**config.mk**
```make
export PLATFORM = sky130hd
export DESIGN_NAME = btn_debounce
export DESIGN_NICKNAME = d
export VERILOG_FILES = /design/src/rtl/btn_debounce.sv
export SDC_FILE = /design/constraint.sdc
export NUM_CORES = 1
export LEC_CHECK = 0
export BUFFER_PORTS_ARGS = -buffer_cell sky130_fd_sc_hd__buf_2
export CORE_MARGIN = 2
export CORE_UTILIZATION = 40
export CTS_CLUSTER_SIZE = 12
export DETAILED_ROUTE_END_ITERATION = 12
export PLACE_DENSITY = 0.64
export SLEW_MARGIN = 20
export SYNTH_ARGS = -nofsm -noshare
export SYNTH_HDL_FRONTEND = slang
export SYNTH_SLANG_ARGS = --single-unit
```
**constraint.sdc**
```tcl
create_clock -name clk -period 2.65 [get_ports clk]
set_clock_uncertainty 0.15 [all_clocks]
set_input_delay 0.1325 -clock clk [delete_from_list [all_inputs] [get_ports clk]]
set_output_delay 0.1325 -clock clk [all_outputs]
set_load 0.01 [all_outputs]
```
**src/rtl/btn_debounce.sv**
```systemverilog
// Purpose: per-button synchroniser, debouncer and press/release/long-press pulse generator.
// Latency: level/press/release DB_CYCLES+2 cycles after a clean raw edge; long LONG_CYCLES after press.
// Backpressure: none; outputs are free-running levels and single-cycle pulses.
module btn_debounce #(
  parameter int CLOCK_FREQ  = 50_000_000,
  parameter int N_BTN       = 2,
  parameter int DEBOUNCE_MS = 20,
  parameter int LONG_MS     = 1000
) (
  input  logic             clk,
  input  logic             rst_n,
  input  logic [N_BTN-1:0] btn_raw,
  output logic [N_BTN-1:0] btn_level,
  output logic [N_BTN-1:0] btn_press,
  output logic [N_BTN-1:0] btn_release,
  output logic [N_BTN-1:0] btn_long
);

  // DB_CYCLES must be at least 2 and LONG_CYCLES at least 1 for the counters to be meaningful.
  localparam int DB_CYCLES   = CLOCK_FREQ / 1000 * DEBOUNCE_MS;
  localparam int LONG_CYCLES = CLOCK_FREQ / 1000 * LONG_MS;
  localparam int DW          = (DB_CYCLES > 1) ? $clog2(DB_CYCLES) : 1;
  localparam int LW          = (LONG_CYCLES > 0) ? $clog2(LONG_CYCLES + 1) : 1;

  for (genvar gi = 0; gi < N_BTN; gi++) begin : g_ch
    logic          r_s0;
    logic          r_s1;
    logic          r_stb;
    logic          r_press;
    logic          r_release;
    logic          r_long;
    logic [DW-1:0] r_dcnt;
    logic [LW-1:0] r_lcnt;
    logic          w_diff;
    logic          w_flip;
    logic          w_lsat;

    // Synchronised value disagrees with the stable level.
    assign w_diff = r_s1 ^ r_stb;
    // Disagreement has persisted for the whole window: stable level flips this edge.
    assign w_flip = w_diff && (r_dcnt == DW'(DB_CYCLES - 1));
    // Long-press counter has hit its ceiling and must hold.
    assign w_lsat = (r_lcnt == LW'(LONG_CYCLES));

    // Two-flop synchroniser for the asynchronous raw button.
    always_ff @(posedge clk or negedge rst_n) begin
      if (!rst_n) begin
        r_s0 <= 1'b0;
        r_s1 <= 1'b0;
      end else begin
        r_s0 <= btn_raw[gi];
        r_s1 <= r_s0;
      end
    end

    // Stability counter: any return to the stable value restarts the window.
    always_ff @(posedge clk or negedge rst_n) begin
      if (!rst_n) begin
        r_stb  <= 1'b0;
        r_dcnt <= '0;
      end else if (!w_diff) begin
        r_dcnt <= '0;
      end else if (w_flip) begin
        r_stb  <= r_s1;
        r_dcnt <= '0;
      end else begin
        r_dcnt <= r_dcnt + DW'(1);
      end
    end

    // Press/release pulses register alongside the stable-level update, so they align with btn_level.
    always_ff @(posedge clk or negedge rst_n) begin
      if (!rst_n) begin
        r_press   <= 1'b0;
        r_release <= 1'b0;
      end else begin
        r_press   <= w_flip && r_s1;
        r_release <= w_flip && !r_s1;
      end
    end

    // Hold-time counter saturates so the long pulse fires once per hold.
    always_ff @(posedge clk or negedge rst_n) begin
      if (!rst_n) begin
        r_lcnt <= '0;
        r_long <= 1'b0;
      end else begin
        if (!r_stb) begin
          r_lcnt <= '0;
        end else if (!w_lsat) begin
          r_lcnt <= r_lcnt + LW'(1);
        end
        r_long <= r_stb && (r_lcnt == LW'(LONG_CYCLES - 1));
      end
    end

    assign btn_level[gi]   = r_stb;
    assign btn_press[gi]   = r_press;
    assign btn_release[gi] = r_release;
    assign btn_long[gi]    = r_long;
  end

endmodule

```
==> impl_metrics.json <==
{
  "power.internal_mw": 2.36,
  "syn_nets": 559,
  "ctsLongestPathBuffers": 2,
  "setup_tns_ps": 0,
  "grt_pass1_vias": 3962,
  "ys_types": 51,
  "routedWlPerCell_um": 13.9,
  "cts_setup_buffers": 0,
  "period_needed_ps": 2430,
  "cts_tree": "done",
  "post-route-period-util_pct": 91.7,
  "die_h_um": 119,
  "dr.pass1.iters": 6,
  "rows": 42,
  "numCtsBuffers": 9,
  "max-cap-violations": 0,
  "power_mw": 3.02,
  "routabilityCongestion": 0.803,
  "antenna_cells": 0,
  "htree_levels": 3,
  "drt_iter0_drc": 336,
  "io_buffers": 11,
  "fin_util_pct": 44.7,
  "synthCells": 549,
  "vias_per_cell": 5.46,
  "ys_ff_latch": 104,
  "sw_frac_of_total_pct": 22.1,
  "synth_edf_count": 0,
  "rsz0062_at_grt": "false",
  "dp.final_hpwl_um": 7050,
  "arrival_ps": 2540,
  "ys_warn_count": 0,
  "dpl_cell_area_mm2": 0.00555,
  "async_flop_share_pct": 100,
  "syn_area_mm2": 0.00532,
  "io_pins": 12,
  "ant_nets": 0,
  "max-vdd-ir-drop_mv": 0.349,
  "wirelength_um": 10300,
  "status": "completed",
  "clk_latency_ps": 350,
  "gr-usage-all-layers_pct": 15.5,
  "p_leak_nw": 2.25,
  "antenna_found_initial": 0,
  "relSlewSlack_pct": 52.3,
  "grt_max_degree": 42,
  "drcViolationCount": 0,
  "die_w_um": 119,
  "p_comb_share_pct": 2.2,
  "root_buffer": "clkbuf_16",
  "worst_pin_slew_ps": 709,
  "final_layout_size_suffix_gt1_share_pct": 9.19,
  "setup_violations": 0,
  "area_delta_synth_final_pct": 10.5,
  "cp_max_fo": 10,
  "cp.required_ps": 2760,
  "die-area_mm2": 0.0142,
  "p_seq_share_pct": 53.2,
  "numClockSinks": 104,
  "synth.avg_cell_area_um2": 9.69,
  "initial_utilization_pct": 40.5,
  "fin_cells": 742,
  "finalHoldViolations": 0,
  "layout.nets": 571,
  "worstSetupStartpointType": "flop",
  "endpoint_kind": "flop",
  "finalInstanceArea_mm2": 0.00588,
  "num_vias": 4051,
  "grt_first_pass_wirelength_um": 18100,
  "timing.fmax_mhz": 412,
  "slew_violations": 0,
  "switching_power_uw": 667,
  "post-place-ws_ps": 250,
  "p_per_area_mw_per_mm2": 514,
  "layout_setup_ws_ps": 220,
  "hold_class": "in2async",
  "dp.cells": 723,
  "crit_type": "reg2reg",
  "synth_top_flop_cell": "dfrtp_1",
  "coreArea_mm2": 0.0131,
  "ctsResizeCount": 0,
  "ys_seq_area_share_pct": 48.9,
  "clkPwrFrac_pct": 44.6,
  "overflow": 0,
  "clkTransAtPathRegs_ps": 70,
  "hold_ws_ps": 158
}
-- cells by family after synthesis --
kind of cell               count (synthesis)  share of synthesized area, %
AOI/OAI and AO/OA                         49                          5.86
DFF                                      104                          48.9
xor gates and xnor gates                  55                          9.06
and+or+nand+nor                          279                          28.5
buffers and inverters                     43                          3.72
adders and majority gates                  6                          1.41
muxes                                     13                          2.49
-- cells in the final DEF, fill, tap and decap left out, types with 8 or more instances in the layout --
master / n
xnor2_1: 35
and4_1: 8
nor3_1: 17
buf_2: 10
clkbuf_16: 9
nor4_1: 17
or4_1: 14
nand2_1: 36
buf_4: 11
nand3_1: 34
inv_1: 19
xor2_1: 20
nand2b_1: 10
dfrtp_1: 104
a21oi_1: 20
o31ai_1: 9
nand4_1: 32
nor2_1: 71
mux2i_1: 11
-- registers in the layout (all words and copies together) (netlist names) --
register,flops
g_ch.r_press,2
g_ch.r_lcnt,52
g_ch.r_stb,2
g_ch.r_s1,2
g_ch.r_long,2
g_ch.r_release,2
g_ch.r_s0,2
g_ch.r_dcnt,40
-- layout make-up --
cell class | count | area [um^2]
Clock buffer | 10 | 229
Clock inverter | 6 | 67.6
Fill cell | 1267 | 7260
Inverter | 20 | 75.1
Multi-Input combinational cell | 402 | 2520
Sequential cell | 104 | 2600
Tap cell | 176 | 220
Timing Repair Buffer | 24 | 163
-- worst max-delay path, cell delays in order (launching register included) --
cell,delay (ps)
dfrtp_1,420
ha_1,260
nand2_1,130
or4_1,680
or4_1,510
a21oi_1,180
-- Yosys cell counts (2+ instances only) --
library cell	number	area, um^2
nor3_1	17	85.1
or3_2	3	22.5
mux2i_1	11	110
ha_1	6	75.1
o221ai_1	2	17.5
nand3_1	34	170
and4_1	8	70.1
xnor2_1	35	307
nor4_1	17	106
or3b_2	2	17.5
or3_1	7	43.8
a21oi_1	20	100
o31ai_1	9	67.6
and2_1	3	18.8
nor2b_1	3	18.8
inv_1	19	71.3
or4_1	14	105
and3_1	6	37.5
nand2_1	36	135
nor4b_1	7	61.3
dfrtp_1	104	2600
nor2_1	71	267
o21ai_0	7	35.0
mux2_2	2	22.5
nand4_1	32	200
clkbuf_1	11	41.3
xor2_1	20	175
a31o_2	3	26.3
buf_4	9	67.6
nand2b_1	10	62.6
-- repair_timing --
action | in CTS | in global routing
hold endpoints to repair | 40 | 0
hold buffers | 3 | 0
setup endpoints to repair | 0 | 0
-- power by group through the flow --
| stage | combinational [mW] | sequential [mW] | clock [mW] |
|---|---|---|---|
| CTS | 0.0715 | 1.61 | 1.38 |
| global placement | 0.0658 | 1.64 | 0 |
| detailed placement | 0.0678 | 1.64 | 0 |
| finish | 0.0677 | 1.61 | 1.35 |
| floorplan | 0.0220 | 1.64 | 0 |
| global route | 0.0801 | 1.61 | 1.45 |
-- metal layers --
| layer | wire (um) | track usage (%) |
|---|---|---|
| met1 | 4960 | 20.4 |
| met2 | 4970 | 25.5 |
| met3 | 191 | 2.06 |
| met4 | 191 | 7.28 |
| met5 | 0 | 0 |
-- final timing paths --
check | start | endpoint | slack, ps | cells past startpoint
max in group asynchronous | rst_n | g_ch[1].r_lcnt[8] | 1470 | 3
min reg2reg | g_ch[0].r_s0 | g_ch[0].r_s1 | 200 | 0
max | g_ch[1].r_lcnt[0] | g_ch[1].r_lcnt[24] | 220 | 5
min | rst_n | g_ch[0].r_lcnt[6] | 160 | 2
min in group clk | g_ch[0].r_s0 | g_ch[0].r_s1 | 200 | 0
max reg2reg | g_ch[1].r_lcnt[0] | g_ch[1].r_lcnt[24] | 220 | 5
Power figures use the tool's default switching activity.
